**src/rtl/fetch_pkg.sv**
```systemverilog
// Shared definitions for the instruction-fetch sequencer: PC mux select
// codes, the fetch state encoding and the default reset vector address.
package fetch_pkg;

   // Word address the sequencer reads the initial PC from after reset
   localparam logic [15:0] RESET_VEC_DEFAULT = 16'hFFFE;

   // Select codes understood by the PC mux that sits beside this block
   localparam logic [2:0] PC_SEL_NEXT = 3'd0;  // PC + 2
   localparam logic [2:0] PC_SEL_HOLD = 3'd1;  // keep PC
   localparam logic [2:0] PC_SEL_CALC = 3'd2;  // branch target from execute
   localparam logic [2:0] PC_SEL_MDB2 = 3'd3;  // MDB << 1, vectored entry only
   localparam logic [2:0] PC_SEL_MDB  = 3'd4;  // MDB as-is, reset vector load

   // Fetch sequencer states
   typedef enum logic [2:0] {
      ST_VEC    = 3'd0,
      ST_FETCH  = 3'd1,
      ST_DECODE = 3'd2,
      ST_EXT    = 3'd3,
      ST_ISSUE  = 3'd4
   } fetch_state_e;

   // Instruction reads are always word-aligned, so bit 0 is dropped
   function automatic logic [15:0] wordAlign(input logic [15:0] addr);
      return {addr[15:1], 1'b0};
   endfunction

endpackage

```
**src/rtl/pc_fetch_ctrl.sv**
```systemverilog
// Instruction-fetch sequencer. Loads the PC from the reset vector, reads an
// instruction word plus up to two extension words, presents the complete
// instruction to execute and then steers the external PC mux to the next
// sequential address or to the branch target.
module pc_fetch_ctrl
   import fetch_pkg::*;
#(
   parameter logic [15:0] RESET_VEC = RESET_VEC_DEFAULT
)(
   input  logic        clk,
   input  logic        rst,
   input  logic [15:0] reg_PC_out,
   input  logic [15:0] MDB,
   input  logic        mem_rdy,
   input  logic [1:0]  ext_words,
   input  logic        exec_done,
   input  logic        branch_taken,
   output logic [2:0]  pc_sel,
   output logic [15:0] MAB,
   output logic        mem_rd,
   output logic [15:0] ir,
   output logic [15:0] ext0,
   output logic [15:0] ext1,
   output logic        instr_valid,
   output logic        illegal
);

   fetch_state_e r_state;
   fetch_state_e w_nextState;
   logic [1:0]   r_extCnt;
   logic         r_extSecond;
   logic [15:0]  r_ir;
   logic [15:0]  r_ext0;
   logic [15:0]  r_ext1;

   // State register; reset always restarts with a reset-vector read
   always_ff @(posedge clk) begin
      if (rst) begin
         r_state <= ST_VEC;
      end else begin
         r_state <= w_nextState;
      end
   end

   // Next-state decision from the current state and memory/execute handshakes
   always_comb begin
      w_nextState = r_state;
      case (r_state)
         ST_VEC: begin
            if (mem_rdy) w_nextState = ST_FETCH;
         end
         ST_FETCH: begin
            if (mem_rdy) w_nextState = ST_DECODE;
         end
         ST_DECODE: begin
            if ((ext_words == 2'd1) || (ext_words == 2'd2)) begin
               w_nextState = ST_EXT;
            end else begin
               w_nextState = ST_ISSUE;
            end
         end
         ST_EXT: begin
            if ((r_extCnt == 2'd0) || (mem_rdy && (r_extCnt == 2'd1))) begin
               w_nextState = ST_ISSUE;
            end
         end
         ST_ISSUE: begin
            if (exec_done) w_nextState = ST_FETCH;
         end
         default: w_nextState = ST_VEC;
      endcase
   end

   // Instruction/extension registers and the remaining-extension-word counter
   always_ff @(posedge clk) begin
      if (rst) begin
         r_ir        <= 16'h0000;
         r_ext0      <= 16'h0000;
         r_ext1      <= 16'h0000;
         r_extCnt    <= 2'd0;
         r_extSecond <= 1'b0;
      end else begin
         case (r_state)
            ST_FETCH: begin
               if (mem_rdy) begin
                  r_ir   <= MDB;
                  r_ext0 <= 16'h0000;
                  r_ext1 <= 16'h0000;
               end
            end
            ST_DECODE: begin
               r_extCnt    <= (ext_words == 2'd3) ? 2'd0 : ext_words;
               r_extSecond <= 1'b0;
            end
            ST_EXT: begin
               if (mem_rdy && (r_extCnt != 2'd0)) begin
                  if (r_extSecond) begin
                     r_ext1 <= MDB;
                  end else begin
                     r_ext0 <= MDB;
                  end
                  r_extSecond <= 1'b1;
                  r_extCnt    <= r_extCnt - 2'd1;
               end
            end
            default: begin
            end
         endcase
      end
   end

   // Mux select, bus request and status outputs; while rst is high they are
   // forced to reset values so a late mem_rdy cannot disturb the PC
   always_comb begin
      pc_sel      = PC_SEL_HOLD;
      MAB         = wordAlign(reg_PC_out);
      mem_rd      = 1'b0;
      instr_valid = 1'b0;
      illegal     = 1'b0;
      if (rst) begin
         MAB    = wordAlign(RESET_VEC);
         mem_rd = 1'b1;
      end else begin
         case (r_state)
            ST_VEC: begin
               MAB    = wordAlign(RESET_VEC);
               mem_rd = 1'b1;
               if (mem_rdy) pc_sel = PC_SEL_MDB;
            end
            ST_FETCH, ST_EXT: begin
               mem_rd = 1'b1;
               if (mem_rdy) pc_sel = PC_SEL_NEXT;
            end
            ST_DECODE: begin
               if (ext_words == 2'd3) illegal = 1'b1;
            end
            ST_ISSUE: begin
               instr_valid = 1'b1;
               if (exec_done && branch_taken) pc_sel = PC_SEL_CALC;
            end
            default: begin
            end
         endcase
      end
   end

   assign ir   = r_ir;
   assign ext0 = r_ext0;
   assign ext1 = r_ext1;

endmodule

```
**config.mk**
```make
export PLATFORM = sky130hd
export DESIGN_NAME = pc_fetch_ctrl
export DESIGN_NICKNAME = d
export VERILOG_FILES = /design/src/rtl/fetch_pkg.sv /design/src/rtl/pc_fetch_ctrl.sv
export SDC_FILE = /design/constraint.sdc
export NUM_CORES = 1
export LEC_CHECK = 0
export BUFFER_PORTS_ARGS = -buffer_cell sky130_fd_sc_hd__buf_2
export CAP_MARGIN = 0
export CORE_ASPECT_RATIO = 0.9
export CORE_UTILIZATION = 46
export CTS_CLUSTER_DIAMETER = 150
export DETAILED_ROUTE_END_ITERATION = 12
export PLACE_DENSITY_LB_ADDON = 0.15
export SYNTH_ARGS = -nofsm -noshare
export SYNTH_HDL_FRONTEND = slang
export SYNTH_SLANG_ARGS = --single-unit
```
**constraint.sdc**
```tcl
create_clock -name clk -period 2.1 [get_ports clk]
set_input_delay 0.105 -clock clk [delete_from_list [all_inputs] [get_ports clk]]
set_output_delay 0.105 -clock clk [all_outputs]
set_load 0.02 [all_outputs]
```
# Word-level counts from Yosys, hierarchy flattened
# Cells that the tools add are included.
dict set report classes {
  reduce_logical 17
  n_eq_ne 15
  n_mux 32
  add_sub_neg 1
}
# operator count
set op_table {}
lappend op_table {{$mux 16} 7}
lappend op_table {{$pmux 16 s2} 2}
lappend op_table {{$mux 3} 7}
lappend op_table {{$pmux 3 s5} 1}
lappend op_table {{$ne 2x2->1 const B} 7}
lappend op_table {{$reduce_and 4->1} 3}
lappend op_table {{$mux 1} 9}
lappend op_table {{$pmux 3 s3} 1}
lappend op_table {{$eq 3x2->1 const B} 2}
lappend op_table {{$mux 2} 3}
lappend op_table {{$reduce_bool 2->1} 3}
lappend op_table {{$eq 2x1->1 const B} 2}
lappend op_table {{$eq 2x2->1 const B} 2}
lappend op_table {{$pmux 2 s2} 1}
lappend op_table {{$reduce_and 2->1} 2}
lappend op_table {{$eq 3x1->1 const B} 1}
lappend op_table {{$eq 3x3->1 const B} 1}
lappend op_table {{$logic_and 1x1->1} 3}
lappend op_table {{$logic_not 3->1} 1}
lappend op_table {{$reduce_or 3->1} 1}
lappend op_table {{$logic_not 2->1} 1}
lappend op_table {{$logic_or 1x1->1} 2}
lappend op_table {{$pmux 1 s2} 1}
lappend op_table {{$reduce_or 2->1} 1}
lappend op_table {{$sub 2x1->2 const B} 1}
dict set report totals {
  register_bits 54
  wordCells 71
  input_bits 39
}

# Logic depth before layout (Yosys ltp)
# Gate-level depths: netlist (run 1).
dict set report depth {
  word_depth 5
  mapped_depth 8
  depth_no_buf 6
}

# Worst setup path after synthesis (run 1)
# OpenSTA, ideal clock, no wires.
dict set report synth_path {
  path_type {register to register}
  from {register r_extCnt[0]}
  to {register r_ext0[12] (netlist: ext0[12])}
  path_stages_with_launch 9
  period_less_slack_ns 1.478
  arrival_ns 1.408
  slack_ns 0.622
  required_time_ns 2.029
  path_cell_list {dfxtp_1 -> inv_1 -> ha_1 -> o21ai_0 -> and3_1 -> buf_2 -> buf_4 -> nand3_1 -> a21oi_1}
}
dict set report synth_between {
  elab_chain_len 4
}
# item line
set synth_lines {}
lappend synth_lines {{from (decl)} pc_fetch_ctrl.sv:30} ;# logic [1:0] r_extCnt;
lappend synth_lines {{from (signal assigned)} pc_fetch_ctrl.sv:92} ;# r_extCnt <= (ext_words == 2'd3) ? 2'd0 : ext_words;
lappend synth_lines {{from (signal assigned)} pc_fetch_ctrl.sv:103} ;# r_extCnt <= r_extCnt - 2'd1;
lappend synth_lines {{$reduce_bool 2->1} pc_fetch_ctrl.sv:96} ;# if (mem_rdy && (r_extCnt != 2'd0)) begin
lappend synth_lines {{$logic_and 1x1->1} pc_fetch_ctrl.sv:96}
lappend synth_lines {{$ne 2x2->1 (no line)} n/a}
lappend synth_lines {{$reduce_and 4->1 (no line)} n/a}
lappend synth_lines {{to (signal assigned)} pc_fetch_ctrl.sv:78} ;# r_ext0 <= 16'h0000;
lappend synth_lines {{to (signal assigned)} pc_fetch_ctrl.sv:87} ;# r_ext0 <= 16'h0000;
lappend synth_lines {{to (signal assigned)} pc_fetch_ctrl.sv:100} ;# r_ext0 <= MDB;
lappend synth_lines {{to (decl)} pc_fetch_ctrl.sv:33} ;# logic [15:0] r_ext0;
# No other way between the ends.
# A chain may end at the register's enable or synchronous reset.

# Worst setup path after layout (run 1)
dict set report layout_path {
  from {register r_state[2]}
  to {output MAB[6]}
}
dict set report layout_between {
  elab_chain_len 3
}
# item line
set layout_lines {}
lappend layout_lines {{from (decl)} pc_fetch_ctrl.sv:28} ;# fetch_state_e r_state;
lappend layout_lines {{from (signal assigned)} pc_fetch_ctrl.sv:41} ;# r_state <= w_nextState;
lappend layout_lines {{$logic_not 3->1} pc_fetch_ctrl.sv:124} ;# case (r_state)
lappend layout_lines {{$mux 16} pc_fetch_ctrl.sv:124}
lappend layout_lines {{$mux 16} pc_fetch_ctrl.sv:120} ;# if (rst) begin
lappend layout_lines {{to (decl)} pc_fetch_ctrl.sv:19} ;# output logic [15:0] MAB,
# No other way between the ends.

==> results of run 1 <==
## cell usage after synthesis, drive strengths merged
cell and instances:
dfxtp 54, conb 1, nand2 70, a21oi 50, a31oi 2, clkbuf 10
a211oi 2, or3 17, nand3b 1, inv 7, mux2 1, ha 5
and3 1, nor2 7, a221oi 1, and2b 1, and3b 1, or2 1
nor4b 1, nor4 2, o22a 1, buf 15, o21a 1, o211a 1
nor2b 3, nor3 3, nand2b 3, o211ai 2, nand3 35, nand4 1
o21ai 4
## final cells by class
type                       instances  area, um^2
sequential                        54        1081
tap                               65       81.33
timing repair buffer             111       568.0
clock buffer                       7       96.34
multi-input combinational        218        1152
clock inverter                     1       8.758
fill                             491        1911
inverter                           7       26.28
## metal layers
layer	vias to the layer above	wire, um	track usage, %
li1	1216	-	-
met1	1054	2749	31.27
met2	94	2688	37.07
met3	12	479	5.752
met4	0	114	6.289
met5	-	0	0
## sequential cells by signal (all words and copies together) (netlist names)
register     flops
ext1            16
r_extSecond      1
ext0            16
r_state          3
r_extCnt         2
ir              16
## repair_timing
action,CTS,global route
gates resized for setup,1,0
endpoints found under the setup margin,16,0
hold endpoints to repair,0,0
## cells in the final DEF (no fill, tap or decap), types with 6 or more instances in the layout
master    Yosys  routed
or3_1        17      17
buf_2         9     106
nor2_1        6       6
a21oi_1      50      50
inv_1         6       6
clkbuf_8      0       7
nand3_1      35      35
nand2_1      70      70
dfxtp_1      54      54
## worst paths after layout
check | end | depth (start not counted) | slack [ns]
setup / recovery | MAB[6] | 3 | 0.29
hold / removal | ir[8] | 3 | 0.04
setup reg to reg | ext1[13] | 4 | 0.37
hold reg to reg | ir[11] | 2 | 0.45
## cells by family (layout without fill, tap and decap cells)
kind of cell / after synthesis / after routing / share of synthesized area (%)
AO/OA/AOI/OAI: 64 / 64 / 15.02
buffers and inverters: 32 / 126 / 6.460
adder cells (fa/ha/maj): 5 / 5 / 2.626
other: 1 / 1 / 0.1574
multiplexers: 1 / 1 / 0.4727
flip-flops: 54 / 54 / 45.38
AND/OR/NAND/NOR: 147 / 147 / 29.88
## stage by stage
stage | utilization, % | worst slack, ns | instance area [um^2]
final | 61.20 | 0.2950 | 3014
after detailed placement | 58.97 | 0.2632 | 2904
after CTS | 61.20 | 0.2524 | 3014
after global routing | 61.20 | 0.07695 | 3014
after global placement | 58.97 | 0.3231 | 2904
after floorplan | - | 0.6216 | 2382
## worst max-delay path: stages, from the launching register on
cell and delay (ns):
dfxtp_1 0.45, nor3_2 0.59, or3_1 0.19, buf_2 0.16
## power groups by stage
stage          clock (mW)  sequential [mW]  combinational (mW)
6_report            0.635             1.07               0.335
2_1_floorplan           0             1.10               0.215
3_3_place_gp            0             1.09               0.332
4_1_cts             0.656             1.07               0.338
5_1_grt             0.688             1.07               0.372
3_5_place_dp            0             1.09               0.336
==> reports/metrics.yaml, run 1 <==
timing:
  final_max_slew_viol_count: 0
  maxSlewHeadroom_pct: 50.69
  fmax_ghz: 0.5540
  rsz0062_at_grt: "false"
  worst-slew-pin-transition_ns: 0.7374
  finalSetupViolCount: 0
  period_minus_slack_ns: 1.805
  skew_ns: 0.008545
  finalHoldViolations: 0
  holdWs_ns: 0.04366
  finalSetupTns_ns: 0
  min_period_over_period_pct: 85.95
yosys:
  synth_area_mm2: 0.002382
  ys_seq_area_share_pct: 45.38
  ys.warnings.count: 0
  ys_ff_latch: 54
  avgSynthCellArea_um2: 7.836
  synth_area_leaders: "dfxtp_1 45%, nand2_1 11%, a21oi_1 11%"
  synth_cell_types: 38
  synth_area_leader_cell: "dfxtp_1"
  synth_top_cell_area_share_pct: 45.38
  synth_nets: 348
  syn_inst: 304
clock_tree:
  cts_tree: "done"
  cts_buffers: 5
  clk_path_buf_depth: 2
  hold_buffers: 0
  cts-root-buf: "clkbuf_8"
  postCtsSetupBuffers: 0
  cts.sinks: 54
  clk_pin_slew_ns: 0.10
  htreeDepth: 2
  clk_latency_ns: 0.31
drt:
  wl_per_cell_um: 13.03
  routed_wl_um: 6031
  firstDrtPassIters: 4
  drt_iter0_drc: 133
  drc: 0
  via_per_inst: 5.132
  postRouteAntennaNets: 0
  via_count: 2376
worst_setup_path:
  setup.worst_path.start: "r_state[2]"
  critPathCaptureType: "output pin"
  critical_path.reg2reg.startpoint: "r_state[1]"
  critical_path.startpoint_type: "flip-flop"
  cp.required_ns: 2.00
  crit_type: "flip-flop to output pin"
  critPathArrivalTime_ns: 1.70
  cp_max_fo: 16
floorplanning:
  io_pins: 109
  fp.dieH_um: 70.27
  rows: 24
  core_mm2: 0.004925
  dieArea_mm2: 0.005471
  die_x_um: 77.86
  start_util_pct: 48.37
power_and_ir_drop:
  power_switching_share_pct: 28.29
  p_per_area_mw_per_mm2: 676.7
  ir_worst_vdd_uv: 311.0
  power.internal_mw: 1.463
  fin_total_pwr_mw: 2.040
  leakagePower_nw: 1.268
  comb_power_share_pct: 16.4
  power_frac_seq_pct: 52.5
  power.share.clock_pct: 31.1
  p_sw_mw: 0.5770
global_routing:
  grt_max_degree: 44
  antenna_found_initial: 0
  grt_overflow_total: 0
  grt.total_usage_pct: 23.27
  grt_pass1_vias: 2164
  grt_pass1_wl_um: 10080
layout:
  diodes: 0
  drive_gt1_share_pct: 32.16
  instances_no_fill: 463
  final_nets: 441
  area_growth_pct: 26.52
placement:
  dp_cells: 455
  dp_hpwl_um: 4273
  gp_congestion: 0.8516
  numPortBuffers: 106
run_status:
  status: "finished clean"
worst_hold_path:
  hp-class: "primary input to flip-flop"
  hp-start: "MDB[8]"
job:
  maxCapViolations: 0
(Power assumes the default switching activity.)
==> run 2: changes to the inputs <==
- HOLD_SLACK_MARGIN: not set -> 0.08
==> reports/metrics.yaml, run 2 (synthesized netlist as in run 1, its figures left out) <==
run_status:
  status: "finished clean"
floorplanning:
  io_pins: 109  # unchanged
  start_util_pct: 48.37  # unchanged
  fp.dieH_um: 70.27  # unchanged
  rows: 24  # unchanged
  dieArea_mm2: 0.005471  # unchanged
  core_mm2: 0.004925  # unchanged
  die_x_um: 77.86  # unchanged
timing:
  finalSetupViolCount: 0  # unchanged
  fmax_ghz: 0.5486  # -0.97%
  final_max_slew_viol_count: 0  # unchanged
  finalSetupTns_ns: 0  # unchanged
  min_period_over_period_pct: 86.80  # +0.84 points
  skew_ns: 0.008651  # +0.0001060 ns
  rsz0062_at_grt: "false"
  maxSlewHeadroom_pct: 49.27  # -1.4 points
  period_minus_slack_ns: 1.823  # +0.01771 ns
  finalHoldViolations: 0  # unchanged
  worst-slew-pin-transition_ns: 0.7587  # +0.02131 ns
  holdWs_ns: 0.1995  # +0.1558 ns
power_and_ir_drop:
  p_per_area_mw_per_mm2: 651.4  # -3.7%
  power.share.clock_pct: 30.8  # -0.3 points
  power.internal_mw: 1.482  # +1.3%
  leakagePower_nw: 1.335  # +5.3%
  ir_worst_vdd_uv: 310.6  # -0.15%
  comb_power_share_pct: 17.4  # +1.0 points
  p_sw_mw: 0.5858  # +1.5%
  power_frac_seq_pct: 51.8  # -0.7 points
  power_switching_share_pct: 28.33  # +0.039 points
worst_setup_path:
  cp_max_fo: 16  # unchanged
  cp.required_ns: 2.00  # about the same
  cp_num_buf_inv: 1  # unchanged
  critPathCaptureType: "output pin"
  crit_type: "flip-flop to output pin"
  critical_path.startpoint_type: "flip-flop"
  crit_family: "simple AND/OR/NAND/NOR gates"
  max_stage_delay_ns: 0.60  # about the same
  critPathArrivalTime_ns: 1.72  # +0.02 ns
  r2r_slack_ns: 0.36  # about the same
  cp_cell_sequence: "nor3_2 > or3_1 > buf_2"
  critPathSlowestCell: "nor3_2"
layout:
  final_cell_mix: "106 x buf_2, 70 x nand2_1, 54 x dfxtp_1, 50 x a21oi_1, 35 x nand3_1"
  diodes: 0  # unchanged
  layout_commonest_cell: "buf_2"
  final_nets: 457  # +3.6%
  drive_gt1_share_pct: 30.92  # -1.2 points
  area_growth_pct: 33.25
clock_tree:
  cts.sinks: 54  # unchanged
  cts_tree: "done"
  postCtsSetupBuffers: 0  # unchanged
  htreeDepth: 2  # unchanged
  clk_latency_ns: 0.31  # about the same
  cts_buffers: 5  # unchanged
  cts-root-buf: "clkbuf_8"
  clk_pin_slew_ns: 0.09  # about the same
  clk_path_buf_depth: 2  # unchanged
drt:
  via_count: 2427  # +2.1%
  via_per_inst: 5.067  # -1.3%
  routed_wl_um: 6234  # +3.4%
  postRouteAntennaNets: 0  # unchanged
  wl_per_cell_um: 13.01  # about the same
  firstDrtPassIters: 4  # unchanged
  drt_iter0_drc: 125  # -6.0%
  drc: 0  # unchanged
global_routing:
  grt_overflow_total: 0  # unchanged
  grt_pass1_wl_um: 10340  # +2.5%
  grt_max_degree: 44  # unchanged
  grt.total_usage_pct: 23.85  # +0.58 points
  antenna_found_initial: 0  # unchanged
  grt_pass1_vias: 2238  # +3.4%
placement:
  numPortBuffers: 106  # unchanged
  dp_hpwl_um: 4273  # unchanged
  gp_congestion: 0.8516  # unchanged
job:
  maxCapViolations: 0  # unchanged
worst_hold_path:
  hp-class: "primary input to flip-flop"
## run 2: repair_timing
item / CTS / global route
endpoints found under the hold margin: 43 / 0
endpoints found under the setup margin: 16 / 0
resized for setup: 1 / 0
hold buffers: 16 / 0
## run 2: final timing paths
path / cells after the start / from / end
max reg2reg: 4 / r_state[1] / ext1[13]
min reg2reg: 2 / ir[15] / ir[15]
max: 3 / r_state[2] / MAB[6]
min: 4 / exec_done / r_state[2]
## run 2: worst min-delay path: cells and delay by family
kind | cells | cell delay, ns
compound gates | 1 | 0.15
buf+inv | 1 | 0.11
simple gates | 2 | 0.10
## run 2: per-layer routing
layer | up-vias | part of all wire [%] | track usage, %
met2 | 79 | 45 | 38.35
met5 | - | 0 | 0
met1 | 1091 | 47 | 32.06
met3 | 10 | 6.4 | 5.490
met4 | 0 | 1.5 | 6.289
li1 | 1247 | - | -
## run 2: power groups by stage
stage | sequential, mW | clock, mW | combinational, mW
2_1_floorplan | 1.10 | 0 | 0.215
3_3_place_gp | 1.09 | 0 | 0.332
3_5_place_dp | 1.09 | 0 | 0.336
4_1_cts | 1.07 | 0.656 | 0.361
5_1_grt | 1.07 | 0.689 | 0.397
6_report | 1.07 | 0.638 | 0.360
## run 2: area by class of cell
| cell class | count | area, um^2 |
|---|---|---|
| Fill cell | 472 | 1750 |
| Multi-Input combinational cell | 218 | 1152 |
| Sequential cell | 54 | 1081 |
| Timing Repair Buffer | 127 | 728.2 |
| Clock buffer | 7 | 96.34 |
| Tap cell | 65 | 81.33 |
| Inverter | 7 | 26.28 |
| Clock inverter | 1 | 8.758 |
## run 2: stage by stage
step	util, %	instances	worst slack (ns)	instance area (um^2)	power (mW)
6_report	64.46	479	0.2773	3174	2.068
5_1_grt	64.46	479	0.07695	3174	2.160
4_1_cts	64.46	479	0.2524	3174	2.088
3_5_place_dp	58.97	455	0.2632	2904	1.429
3_3_place_gp	58.97	455	0.3231	2904	1.424
2_1_floorplan	-	304	0.6216	2382	1.316
